$ cat config.mk
export PLATFORM = sky130hd
export DESIGN_NAME = trap_controller
export DESIGN_NICKNAME = d
export VERILOG_FILES = /design/src/rtl/trap_controller_pkg.sv /design/src/rtl/trap_controller.sv
export SDC_FILE = /design/constraint.sdc
export NUM_CORES = 1
export LEC_CHECK = 0
export ABC_AREA = 1
export CAP_MARGIN = 10
export CORE_MARGIN = 1.5
export CORE_UTILIZATION = 35
export CTS_BUF_LIST = sky130_fd_sc_hd__clkbuf_16
export CTS_CLUSTER_DIAMETER = 30
export DETAILED_ROUTE_END_ITERATION = 7
export PLACE_DENSITY_LB_ADDON = 0.12
export SLEW_MARGIN = 20
export SYNTH_ARGS = -nofsm -noshare
export SYNTH_HDL_FRONTEND = slang
export SYNTH_SLANG_ARGS = --single-unit
export TNS_END_PERCENT = 10
$ cat constraint.sdc
create_clock -name clk -period 10.9 [get_ports clk]
set_input_delay 2.18 -clock clk [delete_from_list [all_inputs] [get_ports clk]]
set_output_delay 2.18 -clock clk [all_outputs]
set_load 0.05 [all_outputs]
$ cat src/rtl/trap_controller_pkg.sv
// Shared trap definitions: event codes, mcause values, sequencer states, CSR addresses.
package trap_controller_pkg;

    // Event codes presented by the decoder / exception-detect logic.
    typedef enum logic [2:0] {
        TRAP_NONE             = 3'd0,
        TRAP_ECALL            = 3'd1,
        TRAP_EBREAK           = 3'd2,
        TRAP_ILLEGAL          = 3'd3,
        TRAP_MISALIGNED_FETCH = 3'd4,
        TRAP_MISALIGNED_LOAD  = 3'd5,
        TRAP_MISALIGNED_STORE = 3'd6,
        TRAP_MRET             = 3'd7
    } trap_status_e;

    // Sequencer states.
    typedef enum logic [2:0] {
        ST_IDLE     = 3'd0,
        ST_W_MEPC   = 3'd1,
        ST_W_MCAUSE = 3'd2,
        ST_W_MTVAL  = 3'd3,
        ST_R_MTVEC  = 3'd4,
        ST_R_MEPC   = 3'd5,
        ST_DONE     = 3'd6
    } trap_state_e;

    localparam int unsigned CAUSE_WIDTH    = 4;
    localparam int unsigned CSR_ADDR_BITS  = 12;

    // Exception codes written to mcause (interrupt bit always clear).
    localparam logic [CAUSE_WIDTH-1:0] MCAUSE_MISALIGNED_FETCH = 4'd0;
    localparam logic [CAUSE_WIDTH-1:0] MCAUSE_ILLEGAL          = 4'd2;
    localparam logic [CAUSE_WIDTH-1:0] MCAUSE_BREAKPOINT       = 4'd3;
    localparam logic [CAUSE_WIDTH-1:0] MCAUSE_MISALIGNED_LOAD  = 4'd4;
    localparam logic [CAUSE_WIDTH-1:0] MCAUSE_MISALIGNED_STORE = 4'd6;
    localparam logic [CAUSE_WIDTH-1:0] MCAUSE_ECALL_M          = 4'd11;

    // Machine-mode trap CSR addresses.
    localparam logic [CSR_ADDR_BITS-1:0] CSR_MTVEC  = 12'h305;
    localparam logic [CSR_ADDR_BITS-1:0] CSR_MEPC   = 12'h341;
    localparam logic [CSR_ADDR_BITS-1:0] CSR_MCAUSE = 12'h342;
    localparam logic [CSR_ADDR_BITS-1:0] CSR_MTVAL  = 12'h343;

    // Map an exception event to its mcause code.
    function automatic logic [CAUSE_WIDTH-1:0] cause_of(input trap_status_e s);
        logic [CAUSE_WIDTH-1:0] c;
        c = MCAUSE_MISALIGNED_FETCH;
        case (s)
            TRAP_ECALL:            c = MCAUSE_ECALL_M;
            TRAP_EBREAK:           c = MCAUSE_BREAKPOINT;
            TRAP_ILLEGAL:          c = MCAUSE_ILLEGAL;
            TRAP_MISALIGNED_FETCH: c = MCAUSE_MISALIGNED_FETCH;
            TRAP_MISALIGNED_LOAD:  c = MCAUSE_MISALIGNED_LOAD;
            TRAP_MISALIGNED_STORE: c = MCAUSE_MISALIGNED_STORE;
            default:               c = MCAUSE_MISALIGNED_FETCH;
        endcase
        return c;
    endfunction

endpackage

$ cat src/rtl/trap_controller.sv
// Pre-trap sequencer: writes mepc/mcause/mtval, reads mtvec (or mepc for MRET),
// then presents the redirect PC for one cycle while holding the pipeline stalled.
module trap_controller
    import trap_controller_pkg::*;
#(
    parameter int unsigned XLEN           = 32,
    parameter int unsigned CSR_ADDR_WIDTH = 12
) (
    input  logic                      clk,
    input  logic                      reset,
    input  logic [2:0]                trap_status,
    input  logic [XLEN-1:0]           pc,
    input  logic [XLEN-1:0]           bad_value,
    input  logic [XLEN-1:0]           csr_read_data,
    input  logic                      csr_ready,
    output logic                      trap_done,
    output logic [XLEN-1:0]           trap_target,
    output logic                      trap_redirect,
    output logic                      csr_trap_write_enable,
    output logic [CSR_ADDR_WIDTH-1:0] csr_trap_address,
    output logic [XLEN-1:0]           csr_trap_write_data
);

    trap_state_e             state;
    trap_status_e            status;
    logic [CAUSE_WIDTH-1:0]  cause_q;
    logic [XLEN-1:0]         pc_q;
    logic [XLEN-1:0]         tval_q;

    assign status = trap_status_e'(trap_status);

    // Stall term: released only when idle with nothing flagged, or when the target is valid.
    assign trap_done = ((state == ST_IDLE) && (status == TRAP_NONE)) || (state == ST_DONE);

    // Sequencer with registered CSR port and redirect outputs.
    always_ff @(posedge clk or posedge reset) begin
        if (reset) begin
            state                 <= ST_IDLE;
            trap_redirect         <= 1'b0;
            csr_trap_write_enable <= 1'b0;
            csr_trap_address      <= '0;
            csr_trap_write_data   <= '0;
            trap_target           <= '0;
            cause_q               <= '0;
            pc_q                  <= '0;
            tval_q                <= '0;
        end else begin
            trap_redirect <= 1'b0;
            case (state)
                ST_IDLE: begin
                    if (status == TRAP_MRET) begin
                        state                 <= ST_R_MEPC;
                        csr_trap_write_enable <= 1'b0;
                        csr_trap_address      <= CSR_ADDR_WIDTH'(CSR_MEPC);
                        csr_trap_write_data   <= '0;
                    end else if (status != TRAP_NONE) begin
                        state                 <= ST_W_MEPC;
                        pc_q                  <= pc;
                        cause_q               <= cause_of(status);
                        tval_q                <= (status == TRAP_ECALL) ? '0 : bad_value;
                        csr_trap_write_enable <= 1'b1;
                        csr_trap_address      <= CSR_ADDR_WIDTH'(CSR_MEPC);
                        csr_trap_write_data   <= pc;
                    end
                end
                ST_W_MEPC: begin
                    if (csr_ready) begin
                        state               <= ST_W_MCAUSE;
                        csr_trap_address    <= CSR_ADDR_WIDTH'(CSR_MCAUSE);
                        csr_trap_write_data <= XLEN'(cause_q);
                    end
                end
                ST_W_MCAUSE: begin
                    if (csr_ready) begin
                        state               <= ST_W_MTVAL;
                        csr_trap_address    <= CSR_ADDR_WIDTH'(CSR_MTVAL);
                        csr_trap_write_data <= tval_q;
                    end
                end
                ST_W_MTVAL: begin
                    if (csr_ready) begin
                        state                 <= ST_R_MTVEC;
                        csr_trap_write_enable <= 1'b0;
                        csr_trap_address      <= CSR_ADDR_WIDTH'(CSR_MTVEC);
                        csr_trap_write_data   <= '0;
                    end
                end
                ST_R_MTVEC, ST_R_MEPC: begin
                    // Direct mode only: low two bits of the read value are dropped.
                    if (csr_ready) begin
                        state               <= ST_DONE;
                        trap_target         <= csr_read_data & ~XLEN'(3);
                        trap_redirect       <= 1'b1;
                        csr_trap_address    <= '0;
                        csr_trap_write_data <= '0;
                    end
                end
                ST_DONE: begin
                    state <= ST_IDLE;
                end
                default: begin
                    state                 <= ST_IDLE;
                    csr_trap_write_enable <= 1'b0;
                    csr_trap_address      <= '0;
                    csr_trap_write_data   <= '0;
                end
            endcase
        end
    end

endmodule

==> results.yml, run 1 <==
outcome:
  outcome: "completed"
pwr:
  pwr-share-comb_pct: 53.0
  p_sw_share_pct: 48.6
  p_seq_share_pct: 32.0
  ir_drop_mv: 0.113
  internal_power_mw: 1.07
  p_per_area_mw_per_mm2: 298
  switchingPower_mw: 1.01
  power.share.clock_pct: 15.0
  leakagePower_nw: 3.43
yosys:
  synthCells: 625
  ys_warn_count: 0
  ys_top_cells_by_area: "dfrtp_1, nand2_1, nand3_1"
  yosysSeqAreaShare_pct: 54.1
  yosys.area.top_type: "dfrtp_1"
  syn-cell-area_mm2: 0.00499
  synth.distinct_cells: 23
  synth_top_area_share_pct: 54.1
  ys_ff_latch: 108
  syn_area_per_cell_um2: 7.99
sta:
  fin_crit_ns: 6.18
  tightest_slew_ns: 1.05
  fin_skew_ns: 0.00533
  fin_setup_tns_ns: 0
  fin_crit_sh_pct: 56.7
  slew_viol_final: 0
  rsz0062_at_grt: "false"
  setup_violations: 0
  relSlewSlack_pct: 29.3
  fmax_mhz: 162
  hold_viol: 0
drt:
  vias: 4621
  ant_nets: 0
  first_iter_violations: 342
  via_per_inst: 4.84
  drc: 0
  dr.pass1.iters: 4
  wirelength_um: 14000
  wire_per_inst_um: 14.7
layout:
  n_antenna_cell: 0
  fill_cells: 1327
  final_common_cell: "nand2_1"
  mostFrequentLayoutCells: "nand2_1, clkdlybuf4s50_1, dfrtp_1, nand3_1, o21ai_0"
  drive_gt1_share_pct: 4.26
  fin_area_mm2: 0.00696
  synthToLayoutAreaGrowth_pct: 39.4
  nets: 871
  multi_input_area_mm2: 0.00197
  seqCellArea_mm2: 0.00270
clock_network:
  cts_max_level: 3
  cts_sinks: 108
  clockRootBuffer: "clkbuf_16"
  postCtsHoldBufs: 0
  cts_buffers: 9
  insertion_delay_ns: 0.35
  post_cts_resized: 0
  clockBufferDepth: 2
  postCtsSetupBuffers: 0
  cts_tree: "done"
  clk_pin_slew_worst_paths_ns: 0.07
grt:
  grt_util_all_layers_pct: 19.1
  grt_max_degree: 78
  overflow: 0
  grt_pass1_wl_um: 22300
  grt_pass1_vias: 4424
  busiest_layer: "met2"
  gr-usage-met2_pct: 30.3
  gr-usage-met1_pct: 25.6
  antenna_found_initial: 0
  grtUsageMet3_pct: 2.93
min_path:
  hold_start: "csr_trap_write_data[29]$_DFFE_PP0P_"
  min_to: "csr_trap_write_data[29]$_DFFE_PP0P_"
  min_path_type: "reg2reg"
  hold_depth: 2
placement:
  io_buffers: 170
  gp_congestion: 0.824
  placed_area_mm2: 0.00668
  dpl.hpwl_um: 8950
setup_path:
  worstSetupPathType: "in2out"
  ff2ff_path_depth: 8
  cp_slowest_stage_delay_ns: 0.84
  r2r_start: "state[2]$_DFFE_PP0P_"
  cp.required_ns: 8.72
  worstPathMaxFanout: 4
  regToRegEndpoint: "cause_q[3]$_DFFE_PP0P_"
  worst_path_most_repeated_cell: "clkdlybuf4s50_1"
  start_kind: "primary input"
  cp-end-kind: "output pin"
  r2r_slack_ns: 8.11
  cp.arrival_ns: 4.00
  critPathSlowestCell: "clkdlybuf4s50_1"
  path_cells: "clkdlybuf4s50_1 -> nor2_1 -> nand2_1 -> o21ai_0 -> clkdlybuf4s50_1"
die:
  ios: 181
  dieHeight_um: 122
  die_w_um: 122
  coreArea_mm2: 0.0139
  dieArea_mm2: 0.0150
  start_util_pct: 36.0
  rows: 43
job:
  maxCapViolCount: 0
how the worst max path moves through the flow:
stage,slack (ns),depth (start not counted),start,endpoint
final,4.72,5,trap_status[0],trap_done
after global routing,4.57,5,trap_status[0],trap_done
after CTS,4.72,5,trap_status[0],trap_done
after detailed placement,4.73,5,trap_status[0],trap_done
after global placement,4.70,5,trap_status[0],trap_done
after floorplan,5.24,3,trap_status[0],trap_done
worst max-delay path: cells and delay by family:
kind            cells  cell delay, ns
compound gates      1            0.23
buf+inv             2            1.32
simple gates        2            0.27
Yosys cell counts:
master and number:
a21oi_1 2, buf_1 1, buf_2 14, buf_4 11, buf_6 10, clkbuf_1 12, clkinv_2 1, conb_1 1
dfrtp_1 108, inv_1 8, inv_2 3, nand2_1 316, nand2_2 2, nand2_4 1, nand3_1 82, nand4_1 4
nor2_1 8, nor2_4 1, nor2_8 1, o211ai_1 4, o21a_1 1, o21ai_0 33, xor2_1 1
area by class of cell:
class | count | area share [%]
Multi-Input combinational cell | 464 | 28.3
Clock inverter | 7 | 0.737
Inverter | 12 | 0.701
Tap cell | 180 | 3.24
Sequential cell | 108 | 38.8
Timing Repair Buffer | 174 | 24.9
Clock buffer | 9 | 3.24
through the flow:
| stage | instances | worst slack [ns] | power [mW] | util [%] | hold slack, ns |
|---|---|---|---|---|---|
| after detailed placement | 938 | 4.73 | 1.78 | 48.1 | 0.458 |
| after global routing | 954 | 4.57 | 2.21 | 50.1 | 0.492 |
| after CTS | 954 | 4.72 | 2.10 | 50.1 | 0.476 |
| after floorplan | 632 | 5.24 | 1.47 | - | 0.442 |
| final | 954 | 4.72 | 2.07 | 50.1 | 0.470 |
| after global placement | 938 | 4.70 | 1.76 | 48.1 | 0.454 |
metal layers:
metal / share of wire [%] / vias up
met4: 2.9 / 0
li1: - / 2254
met3: 5.3 / 28
met2: 47 / 153
met5: 0 / -
met1: 44 / 2186
kinds of logic after synthesis:
logic type,count (synthesis),share of synthesized area (%)
DFF,108,54.1
AOI/OAI and AO/OA,40,4.26
and+or+nand+nor,415,34.2
other,1,0.0751
xor gates and xnor gates,1,0.175
buffers and inverters,60,7.21
power by group through the flow:
stage	Sequential (mW)	Combinational [mW]	Clock (mW)
floorplan	0.965	0.501	0
global placement	0.663	1.10	0
detailed placement	0.669	1.11	0
CTS	0.663	1.11	0.320
global route	0.682	1.20	0.336
finish	0.664	1.10	0.310
sequential cells by signal, indices dropped and copies added (netlist names):
register and count:
csr_trap_write_data 32, tval_q 32, trap_target 30, csr_trap_address 5
cause_q 4, state 3, csr_trap_write_enable 1, trap_redirect 1
(Power assumes the default switching activity.)
==> inputs of run 2 (changes only) <==
==> constraint.sdc (replaced) <==
create_clock -name clk -period 6.05 [get_ports clk]
set_input_delay 1.21 -clock clk [delete_from_list [all_inputs] [get_ports clk]]
set_output_delay 1.21 -clock clk [all_outputs]
set_load 0.05 [all_outputs]
==> run 2 against run 1 <==
Count of clock-buffer cells in the layout did not move. Core utilization grew 0.14 points. Global-route usage grew 0.19 points. Non-clock buffer count is the same. Highest routed layer unchanged. Worst setup slack worse by 2.9 ns. Die area did not move. Wire length rose by 0.56%. Clock power grew 93%.
==> results.yml, run 2 (synthesized netlist as in run 1, its figures left out) <==
clock_network:
  cts_max_level: 3
  cts_buffers: 9
  cts_sinks: 108
  clockBufferDepth: 2
  post_cts_resized: 0
  postCtsHoldBufs: 0
  insertion_delay_ns: 0.35
  clockRootBuffer: "clkbuf_16"
  postCtsSetupBuffers: 0
  cts_tree: "done"
  clk_pin_slew_worst_paths_ns: 0.07
layout:
  fill_cells: 1341
  largestRegisters: "csr_trap_write_data: 32 flops, tval_q: 32 flops, trap_target: 30 flops"
  fin_cells: 954
  drive_gt1_share_pct: 4.39
  mostFrequentLayoutCells: "nand2_1, clkdlybuf4s50_1, dfrtp_1, nand3_1, o21ai_0"
  n_antenna_cell: 0
  final_common_cell: "nand2_1"
  synthToLayoutAreaGrowth_pct: 39.7
  final_core_util_pct: 50.3
  nets: 871
drt:
  first_iter_violations: 323
  wire_per_inst_um: 14.7
  via_per_inst: 4.83
  drc: 0
  dr.pass1.iters: 4
  ant_nets: 0
  vias: 4610
  wirelength_um: 14100
sta:
  setup_violations: 0
  fmax_mhz: 236
  hold_viol: 0
  fin_crit_sh_pct: 70.1
  tightest_slew_ns: 1.02
  slew_viol_final: 0
  fin_skew_ns: 0.00947
  fin_setup_tns_ns: 0
  fin_crit_ns: 4.24
  fin_ws_ns: 1.81
  rsz0062_at_grt: "false"
  relSlewSlack_pct: 31.8
setup_path:
  cp-end-kind: "output pin"
  worstPathMaxFanout: 4
  cp.required_ns: 4.84
  worstSetupPathType: "in2out"
  cp.arrival_ns: 3.03
  start_kind: "primary input"
die:
  rows: 43
  coreArea_mm2: 0.0139
  ios: 181
  die_w_um: 122
  dieHeight_um: 122
  start_util_pct: 36.0
  dieArea_mm2: 0.0150
job:
  maxCapViolCount: 0
placement:
  post-place-ws_ns: 1.83
  placedCellCount: 938
  gp_congestion: 0.828
  io_buffers: 170
  dpl.hpwl_um: 9090
pwr:
  ir_drop_mv: 0.215
  power.total_mw: 3.77
  leakagePower_nw: 3.46
  p_per_area_mw_per_mm2: 541
grt:
  overflow: 0
  grt_pass1_wl_um: 22400
  antenna_found_initial: 0
  grt_max_degree: 58
  grt_util_all_layers_pct: 19.3
  grt_pass1_vias: 4489
outcome:
  outcome: "completed"
min_path:
  min_path_type: "reg2reg"
run 2: cell type report:
type	instances	area, um2	area share (%)
flip-flops and latches	108	2700	38.7
repair buffers	174	1730	24.8
multi-input cells	464	1970	28.3
clock buffers	9	225	3.23
clock inverters	7	73.8	1.06
inverters	12	48.8	0.699
well taps	180	225	3.23
run 2: stage by stage:
stage	cell area, um2	hold slack (ns)
after floorplan	5020	0.442
after global placement	6680	0.454
after detailed placement	6680	0.458
after CTS	6980	0.476
after global routing	6980	0.495
final	6980	0.471
run 2: final timing paths:
| path | slack [ns] | cells past startpoint | endpoint | startpoint |
|---|---|---|---|---|
| worst min register to register | 0.47 | 2 | csr_trap_address[1]$_DFFE_PP0P_ | csr_trap_address[1]$_DFFE_PP0P_ |
| min in group asynchronous | 1.31 | 2 | trap_target[24]$_DFFE_PP0P_ | reset |
| worst min-delay path | 0.47 | 2 | csr_trap_address[1]$_DFFE_PP0P_ | csr_trap_address[1]$_DFFE_PP0P_ |
| max in group asynchronous | 3.55 | 3 | csr_trap_write_data[1]$_DFFE_PP0P_ | reset |
| worst max-delay path | 1.81 | 5 | trap_done | trap_status[0] |
| worst max register to register | 3.28 | 8 | cause_q[3]$_DFFE_PP0P_ | state[0]$_DFFE_PP0P_ |
run 2: worst max-delay path, cell delays in order:
cell and delay (ns):
clkdlybuf4s50_1 0.47, nor2_1 0.15, nand2_1 0.11, o21ai_0 0.24
clkdlybuf4s50_1 0.85
run 2: metal layers:
layer / global-route usage (%) / wire length, um
met1: 25.7 / 6320
met5: 0 / 0
met2: 30.9 / 6700
met3: 3.30 / 720
met4: 8.65 / 326
run 2: power by group:
part	internal [mW]	switching [mW]	leakage [nW]
sequential	1.02	0.178	1.38
combinational	0.622	1.36	1.93
clock	0.324	0.275	0.146
total	1.96	1.81	3.46
==> inputs of run 3 (changes only) <==
==> constraint.sdc (replaced) <==
create_clock -name clk -period 4.22 [get_ports clk]
set_input_delay 0.844 -clock clk [delete_from_list [all_inputs] [get_ports clk]]
set_output_delay 0.844 -clock clk [all_outputs]
set_load 0.05 [all_outputs]
==> run 3 against run 2 <==
Count of clock-buffer cells in the layout unchanged. Largest cell class unchanged. Clock skew decreased by 0.0039 ns. Critical path type unchanged. Largest power group unchanged. Highest routed layer unchanged. Die area unchanged.
==> results.yml, run 3 (synthesized netlist as in run 1, its figures left out) <==
pwr:
  pwr-share-comb_pct: 52.8
  switchingPower_mw: 2.58
  leakagePower_nw: 3.46
  internal_power_mw: 2.81
  ir_drop_mv: 0.276
  p_sw_share_pct: 47.9
  p_per_area_mw_per_mm2: 772
  power.share.clock_pct: 15.4
  p_seq_share_pct: 31.9
drt:
  via_per_inst: 4.82
  ant_nets: 0
  drc: 0
  wirelength_um: 14100
  first_iter_violations: 303
  vias: 4611
  dr.pass1.iters: 4
  wire_per_inst_um: 14.8
sta:
  fin_crit_ns: 3.54
  hold_viol: 0
  rsz0062_at_grt: "false"
  fin_ws_ns: 0.677
  tightest_slew_ns: 1.00
  fin_crit_sh_pct: 84.0
  fin_skew_ns: 0.00554
  fin_setup_tns_ns: 0
  setup_violations: 0
  relSlewSlack_pct: 32.8
  slew_viol_final: 0
  fmax_mhz: 282
  whs_ns: 0.471
placement:
  gp_congestion: 0.799
  dpl.hpwl_um: 9230
  placed_area_mm2: 0.00670
  io_buffers: 170
  post-place-ws_ns: 0.687
grt:
  grt_pass1_vias: 4510
  grt_pass1_wl_um: 22700
  grt_max_degree: 88
  antenna_found_initial: 0
  overflow: 0
  grt_util_all_layers_pct: 19.6
clock_network:
  clockBufferDepth: 2
  post_cts_resized: 0
  insertion_delay_ns: 0.35
  cts_buffers: 9
  clockRootBuffer: "clkbuf_16"
  cts_max_level: 3
  cts_tree: "done"
  postCtsHoldBufs: 0
  cts_sinks: 108
  clk_pin_slew_worst_paths_ns: 0.07
  postCtsSetupBuffers: 0
setup_path:
  worstPathMaxFanout: 4
  cp.arrival_ns: 2.70
  cp-end-kind: "output pin"
  cp.required_ns: 3.38
  start_kind: "primary input"
  worstSetupPathType: "in2out"
layout:
  n_antenna_cell: 0
  mostFrequentLayoutCells: "nand2_1, clkdlybuf4s50_1, dfrtp_1, nand3_1, o21ai_0"
  drive_gt1_share_pct: 4.25
  nets: 874
  largestRegisters: "csr_trap_write_data: 32 flops, tval_q: 32 flops, trap_target: 30 flops"
  final_common_cell: "nand2_1"
  synthToLayoutAreaGrowth_pct: 39.8
  fin_area_mm2: 0.00698
die:
  dieArea_mm2: 0.0150
  dieHeight_um: 122
  rows: 43
  start_util_pct: 36.0
  ios: 181
  coreArea_mm2: 0.0139
  die_w_um: 122
job:
  maxCapViolCount: 0
outcome:
  outcome: "completed"
min_path:
  min_path_type: "reg2reg"
## run 3: changes by cell type in the layout (fill, tap and decap cells not counted), sizes merged
cell / before / now
inv: 12 / 10
buf: 4 / 7
clkinvlp: 1 / 0
clkinv: 5 / 7
## run 3: layout make-up
class,count,area (um2)
inverter,12,51.3
fill,1343,6900
clock inverter,6,56.3
multi-input combinational,464,1970
sequential,108,2700
tap,180,225
timing repair buffer,177,1750
clock buffer,9,225
## run 3: through the flow
step | utilization, % | instances | total power [mW]
floorplan | - | 632 | 3.79
CTS | 50.3 | 956 | 5.44
global placement | 48.3 | 941 | 4.55
finish | 50.3 | 956 | 5.39
detailed placement | 48.3 | 941 | 4.60
global route | 50.3 | 956 | 5.77
## run 3: worst paths after layout
path | slack (ns) | cells after the start | endpoint | startpoint
setup / recovery | 0.68 | 5 | trap_done | trap_status[0]
hold / removal | 0.47 | 2 | csr_trap_write_data[13]$_DFFE_PP0P_ | csr_trap_write_data[13]$_DFFE_PP0P_
setup reg to reg | 1.87 | 7 | trap_target[26]$_DFFE_PP0P_ | state[2]$_DFFE_PP0P_
hold reg to reg | 0.47 | 2 | csr_trap_write_data[13]$_DFFE_PP0P_ | csr_trap_write_data[13]$_DFFE_PP0P_
max in group asynchronous | 2.48 | 3 | csr_trap_write_data[30]$_DFFE_PP0P_ | reset
min in group asynchronous | 1.00 | 2 | trap_target[12]$_DFFE_PP0P_ | reset
## run 3: worst max-delay path, stage by stage
cell and delay (ns):
clkdlybuf4s50_1 0.47, nor2_1 0.16, nand2_1 0.12, o21ai_0 0.25, clkdlybuf4s50_1 0.85
## run 3: power by group through the flow
stage / Sequential (mW) / Combinational (mW) / Clock (mW)
2_1_floorplan: 2.49 / 1.29 / 0
3_3_place_gp: 1.71 / 2.84 / 0
3_5_place_dp: 1.73 / 2.87 / 0
4_1_cts: 1.72 / 2.88 / 0.852
5_1_grt: 1.76 / 3.11 / 0.890
6_report: 1.72 / 2.84 / 0.829
## run 3: per-layer routing
metal	track usage, %	wire, um	vias up
met3	3.30	758	25
met4	9.81	382	0
li1	-	-	2261
met1	26.1	6210	2169
met2	30.8	6760	156
met5	0	0	-
